[config.mk]
export PLATFORM = sky130hd
export DESIGN_NAME = pipeline_stall_ctrl
export DESIGN_NICKNAME = d
export VERILOG_FILES = /design/src/rtl/pipeline_stall_ctrl.sv
export SDC_FILE = /design/constraint.sdc
export NUM_CORES = 1
export LEC_CHECK = 0
export CAP_MARGIN = 20
export CORE_AREA = 4 4 85 87
export CTS_CLUSTER_DIAMETER = 150
export DETAILED_ROUTE_END_ITERATION = 10
export DIE_AREA = 0 0 89 91
export PLACE_DENSITY = 0.86
export SYNTH_ARGS = -nofsm -noshare
export SYNTH_HDL_FRONTEND = slang
export SYNTH_SLANG_ARGS = --single-unit
[constraint.sdc]
create_clock -name clk -period 2.2 [get_ports clk]
set_input_delay 0.22 -clock clk [delete_from_list [all_inputs] [get_ports clk]]
set_output_delay 0.22 -clock clk [all_outputs]
set_load 0.02 [all_outputs]
[src/rtl/pipeline_stall_ctrl.sv]
`default_nettype none
// ============================================================================
// Module      : pipeline_stall_ctrl
// Description : Stall/flush sequencer for the 5-stage RV32 pipeline (load-use,
//               MDU sequencing, data-memory wait states, branch squash).
// Revision    : 1.0 - initial release
// ============================================================================
module pipeline_stall_ctrl #(
    parameter int LOAD_USE_BUBBLES = 1,
    parameter int MDU_TIMEOUT      = 64
) (
    input  logic        clk,
    input  logic        rst,
    input  logic [4:0]  rs1_id,
    input  logic [4:0]  rs2_id,
    input  logic        use_rs1_id,
    input  logic        use_rs2_id,
    input  logic [4:0]  rd_ex,
    input  logic        memread_ex,
    input  logic        branch_taken_ex,
    input  logic        mdu_req_ex,
    input  logic        mdu_done,
    output logic        mdu_start,
    input  logic        dmem_req_mem,
    input  logic        dmem_ready,
    output logic        stall_pc,
    output logic        stall_ifid,
    output logic        stall_idex,
    output logic        stall_exmem,
    output logic        bubble_idex,
    output logic        bubble_exmem,
    output logic        flush_ifid,
    output logic        mdu_timeout_err,
    output logic [31:0] stall_cycles
);

    typedef enum logic [1:0] {
        S_RUN   = 2'd0,
        S_LDUSE = 2'd1,
        S_MDU   = 2'd2,
        S_DMEM  = 2'd3
    } state_t;

    localparam logic [7:0] c_LDUSE_INIT = 8'(LOAD_USE_BUBBLES - 1);
    localparam logic [7:0] c_MDU_LIMIT  = 8'(MDU_TIMEOUT);

    state_t      r_state;
    state_t      w_state_nxt;
    logic [7:0]  r_cnt;
    logic [7:0]  w_cnt_nxt;
    logic        r_err;
    logic        w_err_set;
    logic [31:0] r_stall_cycles;
    logic        w_hazard;

    assign w_hazard = (rd_ex != 5'd0) &&
                      ((use_rs1_id && (rs1_id == rd_ex)) ||
                       (use_rs2_id && (rs2_id == rd_ex)));

    // Outputs are held low while reset is asserted so an aborted MDU op is never relaunched.
    always_comb begin
        w_state_nxt  = r_state;
        w_cnt_nxt    = r_cnt;
        w_err_set    = 1'b0;
        mdu_start    = 1'b0;
        stall_pc     = 1'b0;
        stall_ifid   = 1'b0;
        stall_idex   = 1'b0;
        stall_exmem  = 1'b0;
        bubble_idex  = 1'b0;
        bubble_exmem = 1'b0;
        flush_ifid   = 1'b0;
        if (!rst) begin
            unique case (r_state)
                S_RUN: begin
                    if (dmem_req_mem && !dmem_ready) begin
                        stall_pc    = 1'b1;
                        stall_ifid  = 1'b1;
                        stall_idex  = 1'b1;
                        stall_exmem = 1'b1;
                        w_state_nxt = S_DMEM;
                    end else if (mdu_req_ex) begin
                        mdu_start    = 1'b1;
                        stall_pc     = 1'b1;
                        stall_ifid   = 1'b1;
                        stall_idex   = 1'b1;
                        bubble_exmem = 1'b1;
                        w_cnt_nxt    = 8'd1;
                        w_state_nxt  = S_MDU;
                    end else if (branch_taken_ex) begin
                        flush_ifid  = 1'b1;
                        bubble_idex = 1'b1;
                    end else if (memread_ex && w_hazard) begin
                        stall_pc    = 1'b1;
                        stall_ifid  = 1'b1;
                        bubble_idex = 1'b1;
                        if (LOAD_USE_BUBBLES > 1) begin
                            w_cnt_nxt   = c_LDUSE_INIT;
                            w_state_nxt = S_LDUSE;
                        end
                    end
                end
                S_LDUSE: begin
                    stall_pc    = 1'b1;
                    stall_ifid  = 1'b1;
                    bubble_idex = 1'b1;
                    w_cnt_nxt   = r_cnt - 8'd1;
                    if (r_cnt == 8'd1) begin
                        w_state_nxt = S_RUN;
                    end
                end
                S_MDU: begin
                    // Done or timeout both release every hold so EX/MEM captures this cycle.
                    if (mdu_done) begin
                        w_cnt_nxt   = 8'd0;
                        w_state_nxt = S_RUN;
                    end else if (r_cnt == c_MDU_LIMIT) begin
                        w_err_set   = 1'b1;
                        w_cnt_nxt   = 8'd0;
                        w_state_nxt = S_RUN;
                    end else begin
                        stall_pc     = 1'b1;
                        stall_ifid   = 1'b1;
                        stall_idex   = 1'b1;
                        bubble_exmem = 1'b1;
                        w_cnt_nxt    = r_cnt + 8'd1;
                    end
                end
                S_DMEM: begin
                    if (dmem_ready) begin
                        w_state_nxt = S_RUN;
                    end else begin
                        stall_pc    = 1'b1;
                        stall_ifid  = 1'b1;
                        stall_idex  = 1'b1;
                        stall_exmem = 1'b1;
                    end
                end
                default: begin
                    w_state_nxt = S_RUN;
                end
            endcase
        end
    end

    always_ff @(posedge clk or posedge rst) begin
        if (rst) begin
            r_state        <= S_RUN;
            r_cnt          <= 8'd0;
            r_err          <= 1'b0;
            r_stall_cycles <= 32'd0;
        end else begin
            r_state <= w_state_nxt;
            r_cnt   <= w_cnt_nxt;
            if (w_err_set) begin
                r_err <= 1'b1;
            end
            if (stall_pc && (r_stall_cycles != 32'hFFFF_FFFF)) begin
                r_stall_cycles <= r_stall_cycles + 32'd1;
            end
        end
    end

    assign mdu_timeout_err = r_err;
    assign stall_cycles    = r_stall_cycles;

endmodule
`default_nettype wire

== Yosys cells after proc, flatten, opt, wreduce, memory -nomap -nowiden ==
Cells that the tools add are included.
Word-level totals
  bits of input ports: 25
  bits in latches: 0
  bits in read-only memories: 0
  logic and storage cells: 82
  memories kept: 0
  output and inout bits: 41
  memory bits (writable): 0
  register bits: 43
Cells by class
  bitwise logic cells: 1
  eq/ne operators: 14
  div/mod/pow operators: 0
  $add $sub $neg: 3
  shifts and indexed selects: 0
  $lt $le $gt $ge: 0
  mux-type cells: 47
  $mul: 0
  reductions and logical operators: 13
Operator list (number)
  adder 32 x 1 -> 32 bit (second input constant): 1
  2-to-1 mux 8 bit: 4
  != test 32 bit (second input constant): 1
  2-to-1 mux 1 bit: 30
  case mux 8 bit (3 select lines): 1
  2-to-1 mux 2 bit: 6
  == test 5 bit: 2
  adder 8 x 1 -> 8 bit (second input constant): 1
  == test 8 x 1 -> 1 bit (second input constant): 1
  == test 8 x 7 -> 1 bit (second input constant): 1
  != test 2 bit (second input constant): 4
  case mux 2 bit (4 select lines): 1
  subtractor 8 x 1 -> 8 bit (second input constant): 1
  logical AND 1 bit: 6
  != test 3 bit (second input constant): 2
  case mux 1 bit (2 select lines): 3
  AND reduction 5 bit: 1
  nonzero test 5 bit: 1
  == test 2 bit (second input constant): 2
  case mux 1 bit (4 select lines): 1
  AND reduction 4 bit: 1
  case mux 1 bit (3 select lines): 1
  nonzero test 3 bit: 1
  == test 2 x 1 -> 1 bit (second input constant): 1
  other kinds (4): 4

== Logic depth before layout (Yosys ltp) ==
  word-level depth: 12
  depth in mapped cells: 10
  gate-level depth less buffers: 9

== Worst setup path before layout ==
Ideal clock, no wire load.
  path type: input -> register
  start: input port rst
  end: register r_stall_cycles[31] (netlist: stall_cycles[31])
  library setup time: 0.080 ns
  cell stages on the path: 8
  slack: -0.294 ns
  data arrival time: 2.414 ns
  path buffers: 2
  required time: 2.120 ns
  path through: clkbuf_1 > inv_1 > nand2_1 > o32a_1 > buf_6 > inv_1 > and3_1 > xor2_1
On the way
  longest elaborated chain between the ends: 2
Ends and longest elaborated chain
  start, declared: RTL line 13  | input logic rst,
  2-to-1 mux 1 bit
  named net stall_ifid: RTL line 27  | output logic stall_ifid,
  logical AND 1 bit: RTL line 158  | if (stall_pc && (r_stall_cycles != 32'hFFFF_FFFF)) begin
  end signal, assigned: RTL line 159  | r_stall_cycles <= r_stall_cycles + 32'd1;
  end, declared: RTL line 53  | logic [31:0] r_stall_cycles;
The timed path passes the listed nets, and every way through them passes these cells.
A chain may end at the register's enable or synchronous reset.

== Final worst setup path ==
  start: register r_state[0]
  end: register r_stall_cycles[25] (netlist: stall_cycles[25])
On the way
  longest elaborated chain between the ends: 4
  elaborated cells between the ends (all ways): 7
  those cells by class: 3 x eq/ne; 2 x mux; 2 x reduce/logical
Ends and longest elaborated chain
  start, declared: RTL line 47  | state_t r_state;
  start signal, assigned: RTL line 153  | r_state <= w_state_nxt;
  == test 2 bit, or another cell as far along: RTL line 74  | unique case (r_state)
  case mux 1 bit (4 select lines) *: RTL line 74
  2-to-1 mux 1 bit *: RTL line 73  | if (!rst) begin
  logical AND 1 bit *: RTL line 158
Every way passes the cells marked *; elsewhere a longest branch is shown, timed or not.

==> results.sh <==
export IMPL_outcome="finished, violations left"
export IMPL_violations="negative setup slack"
export IMPL_synth_top_family_by_area="simple AND/OR/NAND/NOR gates"
export IMPL_r2r_end="stall_cycles[25]"
export IMPL_nFillCells=425
export IMPL_synth_edff_count=0
export IMPL_irDropWorstVdd_mv=0.581
export IMPL_r2r_start="r_state[0]"
export IMPL_syn_nets=331
export IMPL_grt_max_degree=44
export IMPL_cpPeakStageDelay_ns=0.41
export IMPL_seqPwrFrac_pct=24.3
export IMPL_crit_fanout=6
export IMPL_seqCellArea_sq_mm=0.00108
export IMPL_clk_latency_ns=0.31
export IMPL_clockBufferDepth=2
export IMPL_synth_largest_area_cell="dfrtp_1"
export IMPL_rr_worst_depth=10
export IMPL_grt_pass1_wl_mm=14.3
export IMPL_numClockSinks=43
export IMPL_switchingPower_w=0.00169
export IMPL_rsz0062_at_grt="true"
export IMPL_min_path_cells=1
export IMPL_setup_ws_ns=-0.0955
export IMPL_initial_core_util_pct=45.6
export IMPL_fmax_ghz=0.436
export IMPL_htree_num_levels=2
export IMPL_comb_power_share_pct=58.1
export IMPL_grt_overflow_total=0
export IMPL_worstMarginPinSlew_ns=0.559
export IMPL_synth_common_cells="43 x dfrtp_1, 35 x xor2_1, 25 x nand2_1"
export IMPL_port_buffers=65
export IMPL_cp_slowest_cell="dfrtp_1"
export IMPL_crit_type="reg -> reg"
export IMPL_fp_dieH_microns=91
export IMPL_min_from="stall_cycles[13]"
export IMPL_ys_async_sr_fraction_pct=100
export IMPL_drtAntennaViolNets=0
export IMPL_num_antenna_cells=0
export IMPL_syn_inst=297
export IMPL_post_drt_wl_per_cell_microns=18.1
export IMPL_hold_path_end="stall_cycles[13]"
export IMPL_drt_initial_drc_count=112
export IMPL_slew_viol_final=0
export IMPL_finClkSkew_ns=0.0115
export IMPL_p_clk_share_pct=17.7
export IMPL_grt_pass1_vias=2987
export IMPL_synth_distinct_cells=52
export IMPL_viasPerCell=5.74
export IMPL_cts_buffers=5
export IMPL_grt_antenna_before_repair=0
export IMPL_min_period_ns=2.30
export IMPL_placed_cells=476
export IMPL_multi_input_area_sq_mm=0.00201
export IMPL_end_kind="flip-flop"
export IMPL_crit_chain="inv_2 -> ha_4 -> nand2b_4 -> a41oi_4 -> o41ai_4 -> o32a_4 -> buf_6 -> buf_8 -> nor4b_4 -> xor2_1"
export IMPL_maxSlewHeadroom_pct=62.7
export IMPL_root_buffer="clkbuf_8"
export IMPL_ys_warnings_count=0
export IMPL_synth_simple_area_share_pct=28.9
export IMPL_cp_required_ns=2.42
export IMPL_final_util_pct=71.4
export IMPL_maxCapViolations=0
export IMPL_synth_top_area_share_pct=37.2
export IMPL_yosysSeqAreaShare_pct=37.2
export IMPL_synth_area_sq_mm=0.00289
export IMPL_synth_xor_area_share_pct=13.0
export IMPL_dr_total_vias=2824
export IMPL_intPower_w=0.00253
export IMPL_io_pin_count=66
export IMPL_die_w_microns=89
export IMPL_rows=29
export IMPL_drc=0
export IMPL_track_usage_pct=22.1
export IMPL_synth_most_common_cell="dfrtp_1"
export IMPL_ys_ff_latch=43
export IMPL_hold_path_class="reg -> reg"
export IMPL_firstDrtPassIters=4
export IMPL_area_growth_pct=56.7
export IMPL_final_cells=492
export IMPL_synth_compound_area_share_pct=11.2
export IMPL_synth_flop_cell="dfrtp_1"
export IMPL_nets=448
export IMPL_gp_congestion=0.867
export IMPL_wl_mm=8.90
export IMPL_worstSetupStartpointType="flip-flop"
export IMPL_fin_hold_ws_ns=0.492
export IMPL_synth_area_mux_share_pct=1.12
export IMPL_switching_share_pct=40.1
export IMPL_hold_viol=0
export IMPL_syn_area_per_cell_sq_um=9.74
export IMPL_layout_drive_gt1_share_pct=32.0
export IMPL_crit_arrival_ns=2.51
export IMPL_coreArea_sq_mm=0.00635
export IMPL_period_share_pct=104
export IMPL_p_leak_nw=1.99
export IMPL_cts_tree="yes"
export IMPL_powerDensity_mw_per_mm2=932
export IMPL_die_area_sq_mm=0.00810
export IMPL_setup_viol=5
export IMPL_synthAdderAreaFrac_pct=3.89
export IMPL_path_clk_slew_ns=0.09
export IMPL_hpwlAfterDp_mm=5.84
export IMPL_r2r_setup_slack_ns=-0.1
export IMPL_synth_area_leaders="dfrtp_1 37%, xor2_1 11%, ha_1 3.9%, nand3_1 3.5%, nor4_2 3.5%"
## kinds of logic after synthesis
logic type | count (synthesis)
AND/OR/NAND/NOR | 129
AO/OA/AOI/OAI | 44
XOR/XNOR | 43
flip-flops | 43
buffers and inverters | 26
adder cells (fa/ha/maj) | 9
multiplexers | 3
## registers in the layout (all words and copies together) (netlist names)
register         count
r_cnt                8
r_state              2
stall_cycles        32
mdu_timeout_err      1
## power by group through the flow
stage | Clock, W | Sequential [W] | Combinational [W]
global route | 0.000783 | 0.00104 | 0.00263
global placement | 0 | 0.00102 | 0.00188
detailed placement | 0 | 0.00103 | 0.00195
finish | 0.000746 | 0.00103 | 0.00245
floorplan | 0 | 0.00112 | 0.00106
CTS | 0.000750 | 0.00102 | 0.00225
## area by class of cell
cell class	count	share of cell area, %
Multi-Input combinational cell	228	44.3
Timing Repair Buffer	124	25.6
Sequential cell	43	23.8
Tap cell	77	2.13
Clock buffer	5	1.52
Clock inverter	3	1.49
Inverter	12	1.16
## layer usage
layer	vias to the layer above	global-route usage, %	wire [microns]
met5	-	0	0
met4	0	5.83	151
li1	1309	-	-
met3	14	5.07	497
met2	112	41.8	4930
met1	1389	24.2	3320
## placed cells by master (no fill, tap or decap), types with 4 or more instances in the layout
cell,synthesis,final
clkdlybuf4s50_1,0,55
buf_4,2,49
dfrtp_1,43,42
xor2_1,35,34
nand2_1,25,25
nand3_1,20,20
o21ai_0,15,14
nor2_1,12,11
nor4_4,3,11
nand4_1,9,9
a21oi_1,9,9
buf_6,1,9
inv_1,12,8
xnor2_1,8,8
nor3_4,1,7
nor3_1,14,7
clkbuf_8,0,5
and3_1,6,4
nor4b_4,0,4
ha_1,9,4
ha_2,0,4
## per-stage QoR
stage | power (W) | TNS [ns] | instance area, sq um | worst slack (ns)
3_3_place_gp | 0.00290 | -11.55 | 3950 | -0.478
2_1_floorplan | 0.00218 | -0.00696 | 2930 | -0.00696
4_1_cts | 0.00402 | -1.11 | 4340 | -0.147
3_5_place_dp | 0.00298 | -15.09 | 3950 | -0.593
6_report | 0.00423 | -0.249 | 4530 | -0.0955
5_1_grt | 0.00446 | -1.34 | 4530 | -0.170
## how the worst max path moves through the flow
stage / from / endpoint / slack, ns / depth (start not counted)
5_1_grt: r_state[0] / stall_cycles[25] / -0.17 / 10
4_1_cts: r_state[0] / stall_cycles[25] / -0.15 / 11
3_5_place_dp: rd_ex[1] / stall_cycles[1] / -0.59 / 7
3_3_place_gp: rd_ex[1] / stall_cycles[1] / -0.48 / 7
2_1_floorplan: rst / stall_cycles[31] / -0.007 / 8
6_report: r_state[0] / stall_cycles[25] / -0.1 / 10
## worst max-delay path: cells and delay by family, from the launching register on
kind,cells,cell delay (ns)
flip-flops,1,0.41
adder cells (fa/ha/maj),1,0.15
XOR/XNOR,1,0.23
AO/OA/AOI/OAI,3,0.68
buffers and inverters,3,0.40
AND/OR/NAND/NOR,2,0.33
## repair_timing
action,CTS,global route
hold buffers,0,0
resized for setup,61,46
pin swaps,22,31
endpoints found under the setup margin,36,49
setup buffers,4,3
cloned,2,1
Power figures use the tool's default switching activity.
==> RTL edit 1, RTL diff (same settings) <==
Put one more register stage on the output `mdu_timeout_err`, without a reset. The value now appears one clock later. The other outputs are not delayed to match.
--- a/src/rtl/pipeline_stall_ctrl.sv
+++ b/src/rtl/pipeline_stall_ctrl.sv
@@ -161,7 +161,9 @@
         end
     end
 
-    assign mdu_timeout_err = r_err;
+    always_ff @(posedge clk) begin
+        mdu_timeout_err <= r_err;
+    end
     assign stall_cycles    = r_stall_cycles;
 
 endmodule
Function: same outputs for any inputs over 10 cycles, from zero or initial values and one cycle with rst high; that may be too few to reach the edited logic, so the function may still have changed.
==> RTL edit 1 against the original RTL <==
  * Sequential cell count grew 1
  * Power fell by 3.4%
  * Global-route usage fell by 3.5 points
  * Sequential power rose by 16%
  * Area after synthesis up 2.3%
  * Wire length shrank 15%
  * Setup slack better by 160 ps
  * Design area fell by 9.1%
  * Critical endpoint is now stall_cycles[27]
  * Largest cell class unchanged
  * Highest routed layer unchanged
==> RTL edit 1: results (changes against the original RTL) <==
Leak: 0.00179 uW (-10%)
Post-synthesis mux area share: 1.48% (+0.36 points)
DR WL met3: 374 um (-25%)
Post-synthesis adder-cell area fraction: 3.81% (-0.087 points)
Ys async rst share: 97.7% (-2.3 points)
Clock tree buffer depth: 2 (unchanged)
WL/cell: 15.7 um (-13%)
Count of different cell masters after synthesis: 51 (-1.9%)
Tightest Pin Transition: 527 ps (-32.7 ps)
Complex-gate fraction of the synthesized area: 8.96% (-2.2 points)
Status: completed
Clk_skew: 8.51 ps (-2.96 ps)
Share of layout cells above drive strength 1: 25.9% (-6.1 points)
Worst ir drop on vdd: 674 uV (+16%)
Cells on worst reg2reg path: 8 (-2)
Final #Nets: 438 (-2.2%)
R2r endpoint: stall_cycles[27]
All-layer global routing usage: 18.6% (-3.5 points)
Commonest cells post-synth: 43 x dfrtp_1, 36 x xor2_1, 27 x nand2_1
Initial drt markers: 192 (+71%)
Post-Syn Nets: 336 (+1.5%)
HP Class: input pin to async pin
DPL Wire Length: 5650 um (-3.2%)
Fillers: 469 (+10%)
Number of synthesis warnings: 0 (unchanged)
CTS resizes: 37 (-39%)
Seq/Total Area, Yosys: 37.0% (-0.16 points)
Gpl congestion: 0.935 (+7.8%)
Setup slack after layout: 64.6 ps (+160 ps)
Vias post-DR: 2,665 (-5.6%)
M2 GR Usage: 29.8% (-12 points)
Met2 WL: 3830 um (-22%)
First-pass GRT wire length: 12,100 um (-15%)
Worst EP arrival: 2330 ps (-180 ps)
Grt met1 use: 25.2% (+0.98 points)
## RTL edit 1: changes by cell type in the layout (fill, tap and decap cells not counted), moves of 4 or more
cell             change
and2_1               +4
nor3_4               -6
dlygate4sd2_1        +4
clkdlybuf4s50_1      -9
nor4_4               -8
nor4b_4              -4
dlymetal6s2s_1       +7
ha_1                 +4
buf_4                -6
and4_1               +4
nor4_2               +6
buf_6                -7
nor3_2              +14
## RTL edit 1: power by group
part           switching (uW)  internal, uW  leakage [uW]
combinational            1240          1010       0.00120
clock                     303           342     0.0000583
sequential                189           998      0.000531
## RTL edit 1: layout make-up
type	count	area [um^2]	share of cell area [%]
tap	77	96.3	2.34
inverter	10	41.3	1.00
timing repair buffer	109	991	24.1
multi-input combinational	234	1770	43.1
sequential	44	1100	26.7
clock buffer	5	68.8	1.67
clock inverter	3	47.5	1.15
## RTL edit 1: through the flow
stage / instances / instance area (um^2) / util (%)
floorplan: 302 / 2970 / -
global placement: 468 / 3870 / 61.0
detailed placement: 468 / 3870 / 61.0
CTS: 480 / 4060 / 63.9
global route: 482 / 4120 / 64.8
finish: 482 / 4120 / 64.8
## RTL edit 1: critical path: stages, from the launching register on
cell     delay (ps)
dfrtp_1         400
inv_1            90
ha_1            160
nor2b_4         160
and2_1          180
a21oi_2         110
a31o_4          260
or4_4           530
xnor2_2         140
## RTL edit 1: cell families after synthesis
family,count (synthesis)
flops,44
simple gates,136
fa+ha+maj,9
xor+xnor,43
mux,4
compound gates,42
buf+inv,24
## RTL edit 1: how the worst min path moves through the flow
stage           from              end  slack (ps)
6_report         rst       r_state[0]         370
5_1_grt          rst       r_state[0]         380
4_1_cts          rst       r_state[0]         370
3_5_place_dp   r_err  mdu_timeout_err         370
3_3_place_gp   r_err  mdu_timeout_err         360
2_1_floorplan    rst         r_cnt[0]         230
==> RTL edit 2, RTL diff (config.mk and constraints unchanged) <==
Without the edit above. Set the parameter `MDU_TIMEOUT` to 48 (it was 64).
--- a/src/rtl/pipeline_stall_ctrl.sv
+++ b/src/rtl/pipeline_stall_ctrl.sv
@@ -7,7 +7,7 @@
 // ============================================================================
 module pipeline_stall_ctrl #(
     parameter int LOAD_USE_BUBBLES = 1,
-    parameter int MDU_TIMEOUT      = 64
+    parameter int MDU_TIMEOUT      = 48
 ) (
     input  logic        clk,
     input  logic        rst,
Function: same outputs for any inputs over 10 cycles, from zero or initial values and one cycle with rst high; that may be too few to reach the edited logic, so the function may still have changed.
==> RTL edit 2 against the original RTL <==
  * The flow still finishes with violations (negative setup slack)
  * Sequential cell count is the same
  * Wire length grew 2.4%
  * Setup slack gained 87 ps
  * Power shrank 10%
  * Core utilization shrank 5.0 points
  * Design area shrank 7.0%
  * Count of clock-buffer cells in the layout grew 1
  * Area after synthesis shrank 0.39%
==> RTL edit 2: results (changes against the original RTL) <==
Status: complete, but fails checks
Failing checks: negative setup slack
DPL Wire Length: 6360 um (+8.9%)
Largest net degree at the start of global routing: 38 (-14%)
Fillers: 486 (+14%)
Place WS: -513 ps (+79.5 ps)
Post-synthesis adder-cell area fraction: 3.91% (+0.015 points)
R2r endpoint: stall_cycles[5]
Cells on worst reg2reg path: 9 (-1)
Int Pwr: 2160 uW (-15%)
Synth top area cells: dfrtp_1 37%, xnor2_1 7.3%, xor2_1 5.8%
All-layer global routing usage: 21.4% (-0.79 points)
Clk_skew: 4.36 ps (-7.11 ps)
Gpl congestion: 0.878 (+1.3%)
Tightest Pin Transition: 515 ps (-44.8 ps)
Initial drt markers: 278 (+150%)
Setup violators final: 2 (-3)
Worst ir drop on vdd: 834 uV (+43%)
Setup slack after layout: -8.31 ps (+87.2 ps)
Placed Area: 0.00398 mm^2 (+0.73%)
Leak: 0.00174 uW (-13%)
First-pass GRT wire length: 13,900 um (-2.5%)
Hold path startpoint: mdu_timeout_err
Initial DRT Pass Iterations: 5 (+1)
Seq/Total Area, Yosys: 37.3% (+0.15 points)
Share of layout cells above drive strength 1: 24.9% (-7.1 points)
Slowest CP cell: or4_4
Xor/xnor share of the synthesized area: 13.1% (+0.051 points)
Post-Syn Nets: 359 (+8.5%)
RTL edit 2: power by group through the flow:
| stage | Sequential [uW] | Clock, uW | Combinational (uW) |
|---|---|---|---|
| 2_1_floorplan | 1210 | 0 | 989 |
| 4_1_cts | 1070 | 525 | 2060 |
| 3_3_place_gp | 1070 | 0 | 1990 |
| 6_report | 1060 | 518 | 2200 |
| 3_5_place_dp | 1080 | 0 | 2050 |
| 5_1_grt | 1080 | 553 | 2350 |
RTL edit 2: cell families (layout without fill, tap and decap cells):
family                     count (synthesis)  after routing
adders and majority gates                  9              9
muxes                                      3              3
DFF                                       43             43
AOI/OAI and AO/OA                         48             48
xor gates and xnor gates                  43             43
and+or+nand+nor                          150            150
buffers and inverters                     29            145
RTL edit 2: metrics by stage:
stage	power, uW	cells
finish	3790	518
global route	3990	518
CTS	3660	512
detailed placement	3130	502
global placement	3060	502
floorplan	2200	325
RTL edit 2: repair_timing:
item | CTS | global route
cloned | 0 | 0
gates resized for setup | 27 | 23
pin swaps | 6 | 5
endpoints found under the setup margin | 13 | 20
hold endpoints to repair | 0 | 0
setup buffers | 2 | 6
RTL edit 2: metal layers:
layer  track usage (%)  vias to the layer above  routed length [um]
met3              3.62                       20                 552
met1              28.3                     1491                3850
met4              6.20                        0                 144
met5                 0                        -                   0
li1                  -                     1413                   -
met2              35.5                      150                4560
RTL edit 2: layout make-up:
class	count	area (um^2)	area share, %
multi-input cells	253	1760	41.7
repair buffers	128	1150	27.4
flip-flops and latches	43	1080	25.7
well taps	77	96.3	2.28
clock buffers	6	72.6	1.72
inverters	9	37.5	0.890
clock inverters	2	12.5	0.297
RTL edit 2: how the worst min path moves through the flow:
| stage | endpoint | slack (ps) |
|---|---|---|
| 6_report | mdu_timeout_err | 480 |
| 5_1_grt | stall_cycles[20] | 510 |
| 4_1_cts | mdu_timeout_err | 490 |
| 3_5_place_dp | mdu_timeout_err | 480 |
| 3_3_place_gp | mdu_timeout_err | 450 |
| 2_1_floorplan | r_state[0] | 320 |
